--- src/rtl/fetch_ctrl_if.sv ---
// Instruction-memory request/response bus between the fetch controller and memory.
// Latency: none, wires only.
// Backpressure: request held until imem_gnt; a single response via imem_rvalid.
interface fetch_ctrl_if;
  logic        imem_req;
  logic [31:0] imem_addr;
  logic        imem_gnt;
  logic        imem_rvalid;
  logic [31:0] imem_rdata;

  modport master (
    output imem_req, imem_addr,
    input  imem_gnt, imem_rvalid, imem_rdata
  );

  modport slave (
    input  imem_req, imem_addr,
    output imem_gnt, imem_rvalid, imem_rdata
  );
endinterface

--- src/rtl/fetch_ctrl.sv ---
// Instruction fetch sequencer: drives the PC register, issues one memory request at a time, holds the fetched word for decode.
// Latency: request granted in cycle N, data in N+1, instr_valid in N+2.
// Backpressure: stall keeps the held instruction and the PC; redirect/trap preempt stall and squash in-flight data.
module fetch_ctrl #(
  parameter logic [31:0] RESET_PC = 32'h0000_0000,
  parameter logic [31:0] TRAP_VEC = 32'h0000_0100
) (
  input  logic               clk,
  input  logic               reset,
  input  logic [31:0]        pc,
  output logic [31:0]        pc_next,
  fetch_ctrl_if.master       imem,
  input  logic               stall,
  input  logic               redirect_valid,
  input  logic [31:0]        redirect_target,
  input  logic               trap,
  output logic               instr_valid,
  output logic [31:0]        instr,
  output logic [31:0]        instr_pc,
  output logic               misalign_fault
);

  typedef enum logic [1:0] {
    IDLE = 2'd0,
    REQ  = 2'd1,
    WAIT = 2'd2,
    HOLD = 2'd3
  } state_t;

  state_t state;
  logic   discard;
  logic   req_q;
  logic   redir_hit;
  logic   target_misaligned;
  logic [31:0] redir_pc;

  // Redirects are only honoured once the fetch sequence has started
  assign redir_hit         = (state != IDLE) && (trap || redirect_valid);
  assign target_misaligned = (redirect_target[1:0] != 2'b00);
  assign redir_pc          = (trap || target_misaligned) ? TRAP_VEC : redirect_target;

  assign imem.imem_req  = req_q;
  assign imem.imem_addr = pc;

  // Next-PC select: reset, then trap/redirect, then sequential advance on release of the held word
  always_comb begin
    pc_next        = pc;
    misalign_fault = 1'b0;
    if (reset) begin
      pc_next = RESET_PC;
    end else if (redir_hit) begin
      pc_next        = redir_pc;
      misalign_fault = !trap && redirect_valid && target_misaligned;
    end else if (state == HOLD && !stall) begin
      pc_next = pc + 32'd4;
    end
  end

  // Fetch FSM with registered request/valid outputs and captured instruction
  always_ff @(posedge clk or posedge reset) begin
    if (reset) begin
      state       <= IDLE;
      discard     <= 1'b0;
      req_q       <= 1'b0;
      instr_valid <= 1'b0;
      instr       <= 32'h0;
      instr_pc    <= 32'h0;
    end else begin
      case (state)
        IDLE: begin
          state <= REQ;
          req_q <= 1'b1;
        end
        REQ: begin
          // Without a grant the request simply re-issues at the (possibly redirected) PC
          if (imem.imem_gnt) begin
            state   <= WAIT;
            req_q   <= 1'b0;
            discard <= redir_hit;
          end
        end
        WAIT: begin
          if (imem.imem_rvalid) begin
            if (discard || redir_hit) begin
              state   <= REQ;
              req_q   <= 1'b1;
              discard <= 1'b0;
            end else begin
              state       <= HOLD;
              instr_valid <= 1'b1;
              instr       <= imem.imem_rdata;
              instr_pc    <= pc;
            end
          end else if (redir_hit) begin
            discard <= 1'b1;
          end
        end
        HOLD: begin
          if (redir_hit || !stall) begin
            state       <= REQ;
            req_q       <= 1'b1;
            instr_valid <= 1'b0;
          end
        end
        default: begin
          state <= IDLE;
          req_q <= 1'b0;
        end
      endcase
    end
  end

endmodule

--- src/flat_wrapper.sv ---
// flat-port wrapper written by rule: the top's interface ports become plain ports
module fetch_ctrl_flat 
#(
  parameter logic [31:0] RESET_PC = 32'h0000_0000,
  parameter logic [31:0] TRAP_VEC = 32'h0000_0100
)
  (clk, reset, pc, pc_next, stall, redirect_valid, redirect_target, trap, instr_valid, instr, instr_pc, misalign_fault, imem_imem_req, imem_imem_addr, imem_imem_gnt, imem_imem_rvalid, imem_imem_rdata);
  fetch_ctrl_if imem_i ();
  input  logic clk;
  input  logic reset;
  input  logic [31:0] pc;
  output logic [31:0] pc_next;
  input  logic stall;
  input  logic redirect_valid;
  input  logic [31:0] redirect_target;
  input  logic trap;
  output logic instr_valid;
  output logic [31:0] instr;
  output logic [31:0] instr_pc;
  output logic misalign_fault;
  output wire logic [$bits(imem_i.imem_req)-1:0] imem_imem_req;
  output wire logic [$bits(imem_i.imem_addr)-1:0] imem_imem_addr;
  input wire logic [$bits(imem_i.imem_gnt)-1:0] imem_imem_gnt;
  input wire logic [$bits(imem_i.imem_rvalid)-1:0] imem_imem_rvalid;
  input wire logic [$bits(imem_i.imem_rdata)-1:0] imem_imem_rdata;
  assign imem_imem_req = imem_i.imem_req;
  assign imem_imem_addr = imem_i.imem_addr;
  assign imem_i.imem_gnt = imem_imem_gnt;
  assign imem_i.imem_rvalid = imem_imem_rvalid;
  assign imem_i.imem_rdata = imem_imem_rdata;
  fetch_ctrl #(.RESET_PC(RESET_PC), .TRAP_VEC(TRAP_VEC)) u_core (.clk(clk), .reset(reset), .pc(pc), .pc_next(pc_next), .imem(imem_i), .stall(stall), .redirect_valid(redirect_valid), .redirect_target(redirect_target), .trap(trap), .instr_valid(instr_valid), .instr(instr), .instr_pc(instr_pc), .misalign_fault(misalign_fault));
endmodule
--- config.mk ---
export PLATFORM = sky130hd
export DESIGN_NAME = fetch_ctrl_flat
export DESIGN_NICKNAME = d
export VERILOG_FILES = /design/src/rtl/fetch_ctrl_if.sv /design/src/rtl/fetch_ctrl.sv /design/src/flat_wrapper.sv
export SDC_FILE = /design/constraint.sdc
export NUM_CORES = 1
export LEC_CHECK = 0
export BUFFER_PORTS_ARGS = -buffer_cell sky130_fd_sc_hd__clkbuf_2
export CORE_MARGIN = 3
export CORE_UTILIZATION = 25
export CTS_CLUSTER_DIAMETER = 50
export DETAILED_ROUTE_END_ITERATION = 10
export GPL_TIMING_DRIVEN = 0
export SYNTH_ARGS = -nofsm -noshare
export SYNTH_HDL_FRONTEND = slang
export SYNTH_SLANG_ARGS = --single-unit
export TNS_END_PERCENT = 5
--- constraint.sdc ---
create_clock -name clk -period 5.9 [get_ports clk]
set_input_delay 0.59 -clock clk [delete_from_list [all_inputs] [get_ports clk]]
set_output_delay 0.59 -clock clk [all_outputs]
set_load 0.01 [all_outputs]
==> results.toml, run 1 <==
[synth]
synth_compound_area_frac = 0.103
synth_top_family_by_area = "simple AND/OR/NAND/NOR gates"
yosys.cell_types.count = 51
syn_avg_cell_area_um2 = 10.0
synth-edff-count = 0
synth.area.mux_share = 0.172
async_reset_ff_frac = 1.00
ys.flop_type = "dfrtp_1"
synth_seq_cells = 69
synth_simple_gate_area_share = 0.183
synth_seq_area_share = 0.418
yosys.area.top_type_share = 0.418
syn_area_um2 = 4130
synthCells = 412
synth_warnings = 0
synth_xor_area_frac = 0.0233
syn_nets = 520
synth.area.top_cells = "dfrtp_1 (42%), mux2_2 (17%), buf_4 (5.8%)"
synth_fa_ha_area_frac = 0.0151
yosysTopAreaCell = "dfrtp_1"

[clock_tree]
postCtsSetupRepairBufs = 0
hold_buffers = 0
tritoncts.num_buffers = 9
htreeDepth = 3
path_clk_slew_ps = 60
cts-root-buf = "clkbuf_16"
clock_path_buffers = 2
cts.sinks = 69
insertion_delay_ps = 340
cts.repair.resized = 0
cts_tree = "done"

[critical_path]
cp.arrival_ps = 2900
required_ps = 5310
critPathMaxFanout = 10
cp-end-kind = "primary output"
startpoint_type = "flip-flop"
worst-setup-path-type = "flip-flop to primary output"

[detailed_routing]
routed_wl_um = 14400
drc = 0
wire_per_inst_um = 16.4
routed-via-count = 4094
dr.pass1.iters = 4
viasPerCell = 4.67
drtAntennaViolNets = 0
drt_iter0_drc = 161

[sta]
hold_viol = 0
finalSetupViolCount = 0
rsz0062_at_grt = "false"
period_minus_slack_ps = 3490
fin_tns_setup_ps = 0
finalCritPeriodShare = 0.592
worstMarginPinSlew_ps = 894
fmax_ghz = 0.286
relSlewSlack = 0.399
finClkSkew_ps = 7.48
worst_slack_ps = 2410
slew_viol_final = 0

[min_path]
hp-class = "primary input to async pin"

[pwr]
p_leak_uw = 0.00301
finalPower_uw = 2160
vdd_drop_max_uv = 184
power-per-cell-area_nw_per_um2 = 366

[grt]
grt_start_max_net_pins = 52
grt_pass1_vias = 3937
grt_overflow = 0
grt_pass1_wl_um = 22000
grt_antenna_before_repair = 0
grt_usage = 0.157

[floorplan]
core_region_area_um2 = 16100
boundaryPins = 234
rows = 46
die_x_um = 135
die_area_um2 = 18100
die_y_um = 135
start_util = 0.257

[place]
dp_hpwl_um = 11200
gp_congestion = 0.766
preCtsSetupSlack_ps = 2430
placement.io_buffers = 231

[layout]
nets = 763
diodes = 0
fillCellCount = 1690
synthToLayoutAreaGrowth_pct = 42.7
drive_gt1_frac = 0.541

[job]
cap_violations = 0

[outcome]
status = "finished clean"
-- critical path: stages, from the launching register on --
cell	delay, ps
dfrtp_1	410
ha_1	160
buf_2	210
nand4b_1	320
or4_4	650
buf_6	180
o31a_1	270
nor3_1	180
clkbuf_2	180
-- flip-flops by register name, indices dropped and copies added (netlist names) --
signal	count
u_core.instr_valid	1
u_core.instr_pc	32
u_core.state	2
u_core.discard	1
u_core.instr	32
u_core.imem.imem_req	1
-- path summary, 6_finish.rpt --
kind                                       end  depth (start not counted)  slack [ps]                 from
min reg2reg                u_core.instr_pc[25]                          2         490  u_core.instr_pc[25]
max in group asynchronous     u_core.instr[21]                          3        5120                reset
max reg2reg                 u_core.instr_pc[9]                          8        2960      u_core.state[0]
min in group clk              u_core.instr[11]                          2         480  imem_imem_rdata[11]
min                        u_core.instr_pc[11]                          2         210                reset
max                                pc_next[27]                          8        2410      u_core.state[0]
-- cells in the mapped netlist (3+ instances only) --
| cell | instances |
|---|---|
| a211oi_1 | 6 |
| a21oi_1 | 15 |
| a22oi_1 | 4 |
| a311oi_1 | 3 |
| a31oi_1 | 4 |
| and3_1 | 3 |
| and4_1 | 3 |
| buf_1 | 5 |
| buf_2 | 5 |
| buf_4 | 32 |
| clkbuf_1 | 10 |
| dfrtp_1 | 69 |
| ha_1 | 5 |
| inv_1 | 7 |
| mux2_2 | 63 |
| nand2_1 | 41 |
| nand3_1 | 15 |
| nand4_1 | 11 |
| nor2_1 | 18 |
| nor3_1 | 15 |
| nor4_1 | 11 |
| o211ai_1 | 6 |
| o21ai_0 | 11 |
| o311a_1 | 3 |
| or4_1 | 8 |
| xnor2_1 | 9 |
-- final cells by class --
class                   count  area [um^2]  share of cell area
multi-input cells         283         2050               0.347
flip-flops and latches     69         1730               0.293
repair buffers            232         1180               0.201
plain buffers              53          333              0.0564
well taps                 216          270              0.0458
clock buffers              10          239              0.0405
clock inverters             6         68.8              0.0117
inverters                   7         28.8             0.00488
-- stage by stage --
stage	hold slack [ps]	instances	instance area [um^2]	utilization
after floorplan	506	412	4130	-
after global placement	462	859	5560	0.346
after detailed placement	471	860	5590	0.348
after CTS	201	876	5900	0.367
after global routing	212	876	5900	0.367
final	213	876	5900	0.367
-- layout by cell type (no fill, tap or decap), types with 2 or more instances in the layout --
master and instances:
nand4b_1 2, mux2_2 63, nor2b_1 2, clkbuf_16 9, nand2_1 41, buf_1 5, nor3_1 15, nor2_1 18
buf_2 5, inv_6 2, a22oi_1 4, ha_1 5, and4_1 3, nand4_1 11, clkbuf_2 231, a21oi_1 15
dfrtp_1 69, or4_1 8, and3_1 3, nor4_1 11, o211ai_1 6, o311a_1 3, o21ba_2 2, a311oi_1 3
clkbuf_1 10, xnor2_1 9, buf_4 32, xor2_1 2, nand3_1 15, inv_1 6, a211oi_1 6, o21ai_0 11
and2_1 2, a31oi_1 4
-- kinds of logic after synthesis --
| logic type | count (synthesis) |
|---|---|
| AOI/OAI and AO/OA | 63 |
| xor gates and xnor gates | 11 |
| adders and majority gates | 5 |
| buffers and inverters | 60 |
| DFF | 69 |
| muxes | 63 |
| and+or+nand+nor | 141 |
-- report_power, final --
part	switching, uW	total [uW]	internal (uW)
Combinational	460	856	396
Clock	221	563	342
Sequential	88.4	741	653
-- routing by layer --
metal	share of wire	global-route usage
met3	0.090	0.0648
met1	0.43	0.194
met2	0.47	0.256
met4	0.015	0.0407
met5	0	0
No activity file was read; power rests on OpenSTA's default activity.
==> run 2: changes to the inputs <==
==> constraint.sdc (replaced) <==
create_clock -name clk -period 2.9 [get_ports clk]
set_input_delay 0.29 -clock clk [delete_from_list [all_inputs] [get_ports clk]]
set_output_delay 0.29 -clock clk [all_outputs]
set_load 0.01 [all_outputs]
==> results.toml, run 2 (synthesis gave the netlist of run 1 again) <==
[outcome]
status = "finished with violations"
violations = "setup timing"

[floorplan]
die_y_um = 135
start_util = 0.257
rows = 46
boundaryPins = 234
core_region_area_um2 = 16100
die_x_um = 135
die_area_um2 = 18100

[critical_path]
timing.rr.start = "u_core.state[1]"
rr_worst_depth = 8
critPathMaxFanout = 8
reg2reg_setup_slack_ps = 400
worst-setup-path-type = "flip-flop to primary output"
cp-end-kind = "primary output"
startpoint_type = "flip-flop"
r2r_end = "u_core.instr[0]"
cp.arrival_ps = 2620
required_ps = 2610
startpoint = "u_core.state[0]"

[pwr]
finalPower_uw = 4390
p_int_uw = 2840
power-per-cell-area_nw_per_um2 = 733
p_leak_uw = 0.00307
switching_share = 0.353
vdd_drop_max_uv = 504
p_comb_frac = 0.401
p_sw_uw = 1550
p_clk_frac = 0.255
sequentialPowerShare = 0.344

[grt]
grt_start_max_net_pins = 39
grt_usage = 0.153
grt_antenna_before_repair = 0
grt_overflow = 0
grt_pass1_wl_um = 21600
grt_pass1_vias = 3929

[detailed_routing]
viasPerCell = 4.67
dr.pass1.iters = 4
routed-via-count = 4104
wire_per_inst_um = 16.5
drc = 0
drtAntennaViolNets = 0
drt_iter0_drc = 150
routed_wl_um = 14500

[sta]
rsz0062_at_grt = "true"
hold_viol = 0
period_minus_slack_ps = 2910
worstMarginPinSlew_ps = 1080
finalSetupViolCount = 2
slew_viol_final = 0
finClkSkew_ps = 5.78
finalCritPeriodShare = 1.01
worst_slack_ps = -14.9
relSlewSlack = 0.276
fmax_ghz = 0.343

[clock_tree]
tritoncts.num_buffers = 9
cts_tree = "done"
cts-root-buf = "clkbuf_16"
path_clk_slew_ps = 60
clock_path_buffers = 2
cts.sinks = 69
insertion_delay_ps = 340
htreeDepth = 3

[layout]
synthToLayoutAreaGrowth_pct = 44.9
layout_common_cells = "clkbuf_2 (232), dfrtp_1 (69), mux2_2 (63)"
final_common_cell = "clkbuf_2"
multiInputGateArea_um2 = 2120
nets = 765
register_area_um2 = 1730
diodes = 0
largest_registers = "u_core.instr x32, u_core.instr_pc x32, u_core.state x2"
drive_gt1_frac = 0.563
fillCellCount = 1669

[job]
cap_violations = 0

[place]
dp_hpwl_um = 11200
gp_congestion = 0.773
placement.io_buffers = 231
preCtsSetupSlack_ps = -146

[min_path]
hp-class = "primary input to async pin"
## run 2: repair_timing
item | 4_1_cts | 5_1_grt
cloned | 0 | 1
pin swaps | 4 | 1
hold buffers | 0 | 0
gates resized for setup | 14 | 16
setup endpoints to repair | 35 | 29
buffers inserted | 2 | 0
## run 2: area by class of cell
class	instances	share of cell area
clock inverters	5	0.0100
flip-flops and latches	69	0.288
inverters	7	0.00501
repair inverters	1	0.000835
clock buffers	11	0.0405
well taps	216	0.0451
multi-input cells	283	0.353
repair buffers	234	0.199
plain buffers	52	0.0583
## run 2: power groups by stage
stage | sequential, uW | combinational (uW) | clock [uW]
floorplan | 1680 | 809 | 0
global placement | 1510 | 1750 | 0
detailed placement | 1520 | 1760 | 0
CTS | 1510 | 1780 | 1160
global route | 1560 | 1920 | 1200
finish | 1510 | 1760 | 1120
## run 2: stage by stage
stage               cells  hold slack (ps)  setup TNS [ps]   util  area (um^2)
floorplan             412              437               0      -         4140
global placement      859              465           -7880  0.347         5560
detailed placement    860              473            -736  0.348         5580
CTS                   877              141           -32.8  0.371         5960
global route          878             48.7            -487  0.373         5990
finish                878             36.4           -21.8  0.373         5990
## run 2: worst max-delay path by stage
stage | to | slack, ps
after floorplan | pc_next[31] | 430
after global placement | pc_next[31] | -790
after detailed placement | u_core.instr_pc[8] | -150
after CTS | pc_next[20] | -30
after global routing | pc_next[20] | -120
final | pc_next[20] | -10
## run 2: critical path: stages, from the launching register on
cell	delay, ps
dfrtp_1	400
ha_1	180
buf_6	130
nand3b_4	160
or4_4	600
or4_1	490
o211ai_1	140
clkbuf_2	180
## run 2: metal layers
metal  vias up  routed length [um]  GRT usage
met5         -                   0          0
met4         0                 244     0.0396
met3        17                1110     0.0469
met2       165                7010      0.258
met1      1945                6150      0.193
li1       1977                   -          -
